==> src/rtl/apb_master_bridge.sv <==
// apb_master_bridge
//   Turns a single-cycle CPU load/store request into an APB SETUP/ACCESS
//   transfer. The latched address is decoded to one of four slave selects.
//   The selected slave's PRDATA/PREADY are muxed back to the CPU. Unmapped
//   addresses and slaves that stall too long complete with an error.
//
// Ports
//   PCLK, PRESET          bus clock, synchronous active-high reset
//   transfer/write/addr/wdata
//                         CPU request, sampled only while idle
//   rdata/ready/error     one-cycle completion (error qualifies ready)
//   PADDR/PWRITE/PWDATA   APB request, held stable for the whole transfer
//   PENABLE, PSEL0..3     APB phase and slave selects
//   PRDATA0..3, PREADY0..3
//                         per-slave read data and ready
module apb_master_bridge #(
  parameter int NUM_SLV = 4,
  parameter int TIMEOUT = 256
) (
  input  logic        PCLK,
  input  logic        PRESET,
  input  logic        transfer,
  input  logic        write,
  input  logic [31:0] addr,
  input  logic [31:0] wdata,
  output logic [31:0] rdata,
  output logic        ready,
  output logic        error,
  output logic [31:0] PADDR,
  output logic        PWRITE,
  output logic        PENABLE,
  output logic [31:0] PWDATA,
  output logic        PSEL0,
  output logic        PSEL1,
  output logic        PSEL2,
  output logic        PSEL3,
  input  logic [31:0] PRDATA0,
  input  logic [31:0] PRDATA1,
  input  logic [31:0] PRDATA2,
  input  logic [31:0] PRDATA3,
  input  logic        PREADY0,
  input  logic        PREADY1,
  input  logic        PREADY2,
  input  logic        PREADY3
);

  localparam int SEL_W = $clog2(NUM_SLV);
  localparam int CNT_W = $clog2(TIMEOUT);
  localparam logic [CNT_W-1:0] CNT_LAST = CNT_W'(TIMEOUT - 1);

  typedef enum logic [1:0] {
    IDLE   = 2'd0,
    SETUP  = 2'd1,
    ACCESS = 2'd2
  } state_t;

  state_t             state_q;
  state_t             state_d;
  logic [CNT_W-1:0]   cnt_q;
  logic [SEL_W-1:0]   sel_q;
  logic               mapped_q;
  logic               dec_mapped;
  logic [1:0]         dec_sel;
  logic [3:0]         psel;
  logic               pready_sel;
  logic [31:0]        prdata_sel;

  // Pages 0x10000..0x10003 of addr[31:12] map to slaves 0..3; the low two
  // page bits pick the slave once the upper 18 bits match.
  function automatic logic [2:0] decode(input logic [19:0] page);
    decode = {(page[19:2] == 18'h04000), page[1:0]};
  endfunction

  assign {dec_mapped, dec_sel} = decode(addr[31:12]);

  assign PSEL0 = psel[0];
  assign PSEL1 = psel[1];
  assign PSEL2 = psel[2];
  assign PSEL3 = psel[3];

  // Only the latched slave is listened to; other PREADY/PRDATA are ignored.
  always_comb begin
    pready_sel = 1'b0;
    prdata_sel = '0;
    case (sel_q)
      2'd0: begin pready_sel = PREADY0; prdata_sel = PRDATA0; end
      2'd1: begin pready_sel = PREADY1; prdata_sel = PRDATA1; end
      2'd2: begin pready_sel = PREADY2; prdata_sel = PRDATA2; end
      default: begin pready_sel = PREADY3; prdata_sel = PRDATA3; end
    endcase
  end

  // Request capture, state and wait counter
  always_ff @(posedge PCLK) begin
    if (PRESET) begin
      state_q  <= IDLE;
      cnt_q    <= '0;
      PADDR    <= '0;
      PWRITE   <= 1'b0;
      PWDATA   <= '0;
      sel_q    <= '0;
      mapped_q <= 1'b0;
    end else begin
      state_q <= state_d;
      if (state_q == IDLE && transfer) begin
        PADDR    <= addr;
        PWRITE   <= write;
        PWDATA   <= wdata;
        sel_q    <= dec_sel;
        mapped_q <= dec_mapped;
      end
      if (state_q == SETUP) begin
        cnt_q <= '0;
      end else if (state_q == ACCESS && mapped_q && !pready_sel) begin
        cnt_q <= cnt_q + CNT_W'(1);
      end
    end
  end

  // Phase outputs and completion
  always_comb begin
    state_d = state_q;
    psel    = '0;
    PENABLE = 1'b0;
    ready   = 1'b0;
    error   = 1'b0;
    rdata   = '0;
    unique case (state_q)
      IDLE: begin
        if (transfer) state_d = SETUP;
      end
      SETUP: begin
        if (mapped_q) psel[sel_q] = 1'b1;
        state_d = ACCESS;
      end
      ACCESS: begin
        if (mapped_q) psel[sel_q] = 1'b1;
        PENABLE = 1'b1;
        if (!mapped_q) begin
          ready   = 1'b1;
          error   = 1'b1;
          state_d = IDLE;
        end else if (pready_sel) begin
          // A slave answering on the last allowed cycle still wins over the timeout.
          ready   = 1'b1;
          rdata   = PWRITE ? '0 : prdata_sel;
          state_d = IDLE;
        end else if (cnt_q == CNT_LAST) begin
          ready   = 1'b1;
          error   = 1'b1;
          state_d = IDLE;
        end
      end
      default: state_d = IDLE;
    endcase
  end

endmodule
==> config.mk <==
export PLATFORM = sky130hd
export DESIGN_NAME = apb_master_bridge
export DESIGN_NICKNAME = d
export VERILOG_FILES = /design/src/rtl/apb_master_bridge.sv
export SDC_FILE = /design/constraint.sdc
export NUM_CORES = 1
export LEC_CHECK = 0
export ABC_AREA = 1
export CAP_MARGIN = 20
export CORE_AREA = 3 3 117 119
export DETAILED_ROUTE_END_ITERATION = 12
export DIE_AREA = 0 0 120 122
export PLACE_DENSITY = 0.73
export SLEW_MARGIN = 20
export SYNTH_ARGS = -nofsm -noshare
export SYNTH_HDL_FRONTEND = slang
export SYNTH_SLANG_ARGS = --single-unit
==> constraint.sdc <==
create_clock -name PCLK -period 2.55 [get_ports PCLK]
set_clock_uncertainty 0.2 [all_clocks]
set_input_delay 0.3825 -clock PCLK [delete_from_list [all_inputs] [get_ports PCLK]]
set_output_delay 0.3825 -clock PCLK [all_outputs]
set_load 0.1 [all_outputs]
==> results by stage <==
Outcome:
- The flow ran to the end, and the final reports show no timing, DRC or antenna violations.

Routing:
- The starting DRC count in detailed routing is 315.
- Once detail routing completed, the nets flagged for antenna violations numbered 0.
- Using the TritonRoute via totals, the vias-per-cell ratio works out to 4.69.
- In the final routed layout, each cell accounts on average for 17.9 um.
- The first detailed-routing pass took 4 iterations.
- The number of remaining DRC errors is 0.
- The routed via count is 5019.
- Wires add up to 19200 um.

Critical path:
- The worst register-to-register path ends at PADDR[23].
- The end point of the critical path is rdata[18].
- The worst register-to-register path begins at state_q[1].
- Across all register-to-register paths, the minimum setup slack is 710 ps.
- By startpoint and endpoint, the worst setup path is classified as flop to output port.
- The most repeated library cell on the critical path is sky130_fd_sc_hd__buf_12.
- The capturing element type of the critical path is an output port.
- The critical path required time is 1970 ps.
- The critical path starts at PADDR[13].
- The maximum single-stage delay on the critical path is 520 ps.
- The cell with the largest stage delay on the worst path is sky130_fd_sc_hd__a221oi_1.
- In this run the worst path has a maximum fanout of 32.
- STA classifies the critical path startpoint as a flop.
- Data on the critical path arrives at its endpoint at 1930 ps.
- The depth of the worst register-to-register path is 7.
- Walking the worst path, the cells encountered are nand2_1 -> inv_1 -> buf_12 -> a221oi_1 -> nor2_4 -> buf_12.

Synthesis:
- Counting every instance in the synthesized netlist gives 575.
- The number of synthesis warnings is 0.
- Synthesis inferred 76 register bits.
- The synthesized net count is 780.
- The mapped netlist covers 3800 sq um.
- After synthesis, the mean cell area works out to 6.60 sq um.
- The number of unique standard cell types used by synthesis is 20.
- The sequential element share of the synthesized area is 0.401.

Floorplan:
- The effective utilization at floorplan is 0.300.
- The floorplan step defined a core boundary enclosing 12700 sq um.
- The overall die height is 122 um.
- 304 I/O pins were placed.
- The initialized floorplan defines 41 standard-cell rows.
- In this run the horizontal extent of the chip is 120 um.
- The total die area is 14600 sq um.

Global route:
- The via count of the first global-routing pass was 4917.
- The global-route wire length before repair is 27600 um.
- The total global-route track usage is 0.245.
- The global routing stage identified its most utilized layer as met2.
- The number of antenna violations at the first check in global routing is 4.
- The met1 track demand over resource in global routing is 0.245.
- The overflow left after global routing is 0.
- Entering global routing, the biggest net connects 52 pins.
- The routing usage on met2 is 0.449.
- The global-route track usage on met3 is 0.105.

Timing:
- For the pin with the worst max-slew slack, the measured transition is 537 ps.
- The max-slew violation count is 0.
- The number of endpoints failing setup at the final stage is 0.
- In the finished design, the share of the clock period the worst path needs comes to 0.984.
- The worst path meets setup with 39.9 ps of slack.
- Setup repair after global routing could not meet its margin everywhere.
- The top achievable clock speed is 0.398 GHz.
- The worst slew margin relative to its limit is 0.642.
- The final hold violation count was 0.
- The minimum period implied by the final worst setup slack is 2510 ps.

Clocking:
- The CTS tree is yes.
- The clock reaches the later pin of the worst-skew pair after 320 ps.
- The number of buffers inserted for hold repair after clock tree synthesis is 0.
- The clock root buffer master is sky130_fd_sc_hd__clkbuf_16.
- The clock-pin slew on the worst setup and hold paths is 60 ps.
- Counting along the longest clock path gives a buffer depth of 2.
- CTS built an H-tree with a depth of 3.
- The number of sinks handled by clock tree synthesis is 76.
- Counting the buffers created by CTS gives 9.

Finish:
- The layout has 1070 filler cells.
- In the layout the commonest cells are sky130_fd_sc_hd__clkdlybuf4s50_1 (199), sky130_fd_sc_hd__nand2_1 (124), sky130_fd_sc_hd__nor2_1 (108).
- The library cell used most frequently in the layout, excluding fill and tap cells, is sky130_fd_sc_hd__clkdlybuf4s50_1.
- The final non-filler cell area is 8210 sq um.
- The layout overhead on the synthesized area is 116%.
- The final layout contains 1095 nets.
- The share of final-layout standard cells stronger than drive strength 1 is 0.244.

Place:
- The quantity of I/O buffers inserted on ports is 303.
- OpenSTA, run right after detailed placement, puts the worst setup slack at 88.0 ps.
- The HPWL reported at the end of detailed placement is 15300 um.
- The final RePlAce weighted congestion is 0.848.
- The placed standard-cell area is 7760 sq um.

Worst hold path:
- The worst hold path belongs to the class flop to flop.
- The startpoint of the lowest-slack hold path is PADDR[4].

Power and ir drop:
- Across the VDD grid, the largest voltage drop is 0.560 mV.
- For this design the ratio of total power to cell area is 663 nW/um^2.
- The reported leakage power is 3.45 nW.

Flow run:
- The max-cap violation count is 0.
-- cell type report --
| type | instances | area (sq um) | area share |
|---|---|---|---|
| Timing Repair Buffer | 341 | 3670 | 0.448 |
| Multi-Input combinational cell | 430 | 2350 | 0.286 |
| Sequential cell | 76 | 1530 | 0.186 |
| Clock buffer | 12 | 256 | 0.0313 |
| Tap cell | 172 | 215 | 0.0262 |
| Inverter | 32 | 128 | 0.0156 |
| Clock inverter | 3 | 46.3 | 0.00564 |
| Antenna cell | 4 | 10.0 | 0.00122 |
-- registers in the layout (all words and copies together), names as in the netlist --
| signal | count |
|---|---|
| mapped_q | 1 |
| PADDR | 32 |
| state_q | 2 |
| PWRITE | 1 |
| cnt_q | 8 |
| PWDATA | 32 |
-- per-layer routing --
metal  vias to the layer above  wire (um)
met1                      2249       6790
met3                        27       1990
li1                       2525          -
met5                         -          0
met4                         0        508
met2                       218       9870
-- cells by family after synthesis --
group | count (synthesis) | synth area share
buffers and inverters | 69 | 0.0715
AO/OA/AOI/OAI | 126 | 0.198
flip-flops | 76 | 0.401
AND/OR/NAND/NOR | 293 | 0.299
adder cells (fa/ha/maj) | 5 | 0.0165
XOR/XNOR | 6 | 0.0138
-- how the worst min path moves through the flow --
| stage | endpoint | slack (ps) | cells past startpoint |
|---|---|---|---|
| after global routing | PADDR[5] | 310 | 2 |
| after detailed placement | PADDR[4] | 270 | 2 |
| after floorplan | mapped_q | 250 | 1 |
| after global placement | PWDATA[11] | 260 | 2 |
| after CTS | PADDR[4] | 290 | 2 |
| final | PADDR[4] | 280 | 2 |
-- cells in the mapped netlist (all sizes together) --
cell type | instances | area share
a21oi | 25 | 0.033
nand4 | 3 | 0.0049
xor2 | 6 | 0.014
or2 | 1 | 0.0016
o21ai | 68 | 0.090
nor4 | 1 | 0.0016
dfxtp | 76 | 0.40
inv | 32 | 0.032
o21a | 1 | 0.0020
nor2 | 146 | 0.15
buf | 10 | 0.013
nor3 | 5 | 0.0066
clkbuf | 27 | 0.027
nand3 | 7 | 0.0092
a221oi | 32 | 0.074
ha | 5 | 0.016
nand2 | 130 | 0.13
-- critical path: cells and delay by family (launching register included) --
family	cells	cell delay (ps)
compound gates	1	520
buf+inv	3	450
flops	1	390
simple gates	2	230
-- power breakdown --
part           switching, W  leakage, nW  total [W]  internal, W
registers          0.000102        0.628    0.00145      0.00135
clock network      0.000474        0.145    0.00128     0.000808
logic               0.00185         2.67    0.00271     0.000864
-- stage by stage --
step	utilization	setup TNS, ps	std cells	hold WS (ps)	total power (W)
after floorplan	-	-159	575	252	0.00320
after global placement	0.613	0	1047	264	0.00412
final	0.648	0	1070	283	0.00544
after detailed placement	0.613	0	1047	273	0.00414
after CTS	0.637	0	1062	287	0.00543
after global routing	0.648	-363	1070	308	0.00568
-- timing repair --
item | in CTS | in global routing
setup buffers | 0 | 3
cloned | 0 | 2
endpoints found under the setup margin | 1 | 19
gates resized for setup | 1 | 14
pin swaps | 0 | 19
Note: power is estimated with default switching activity, not from simulation.
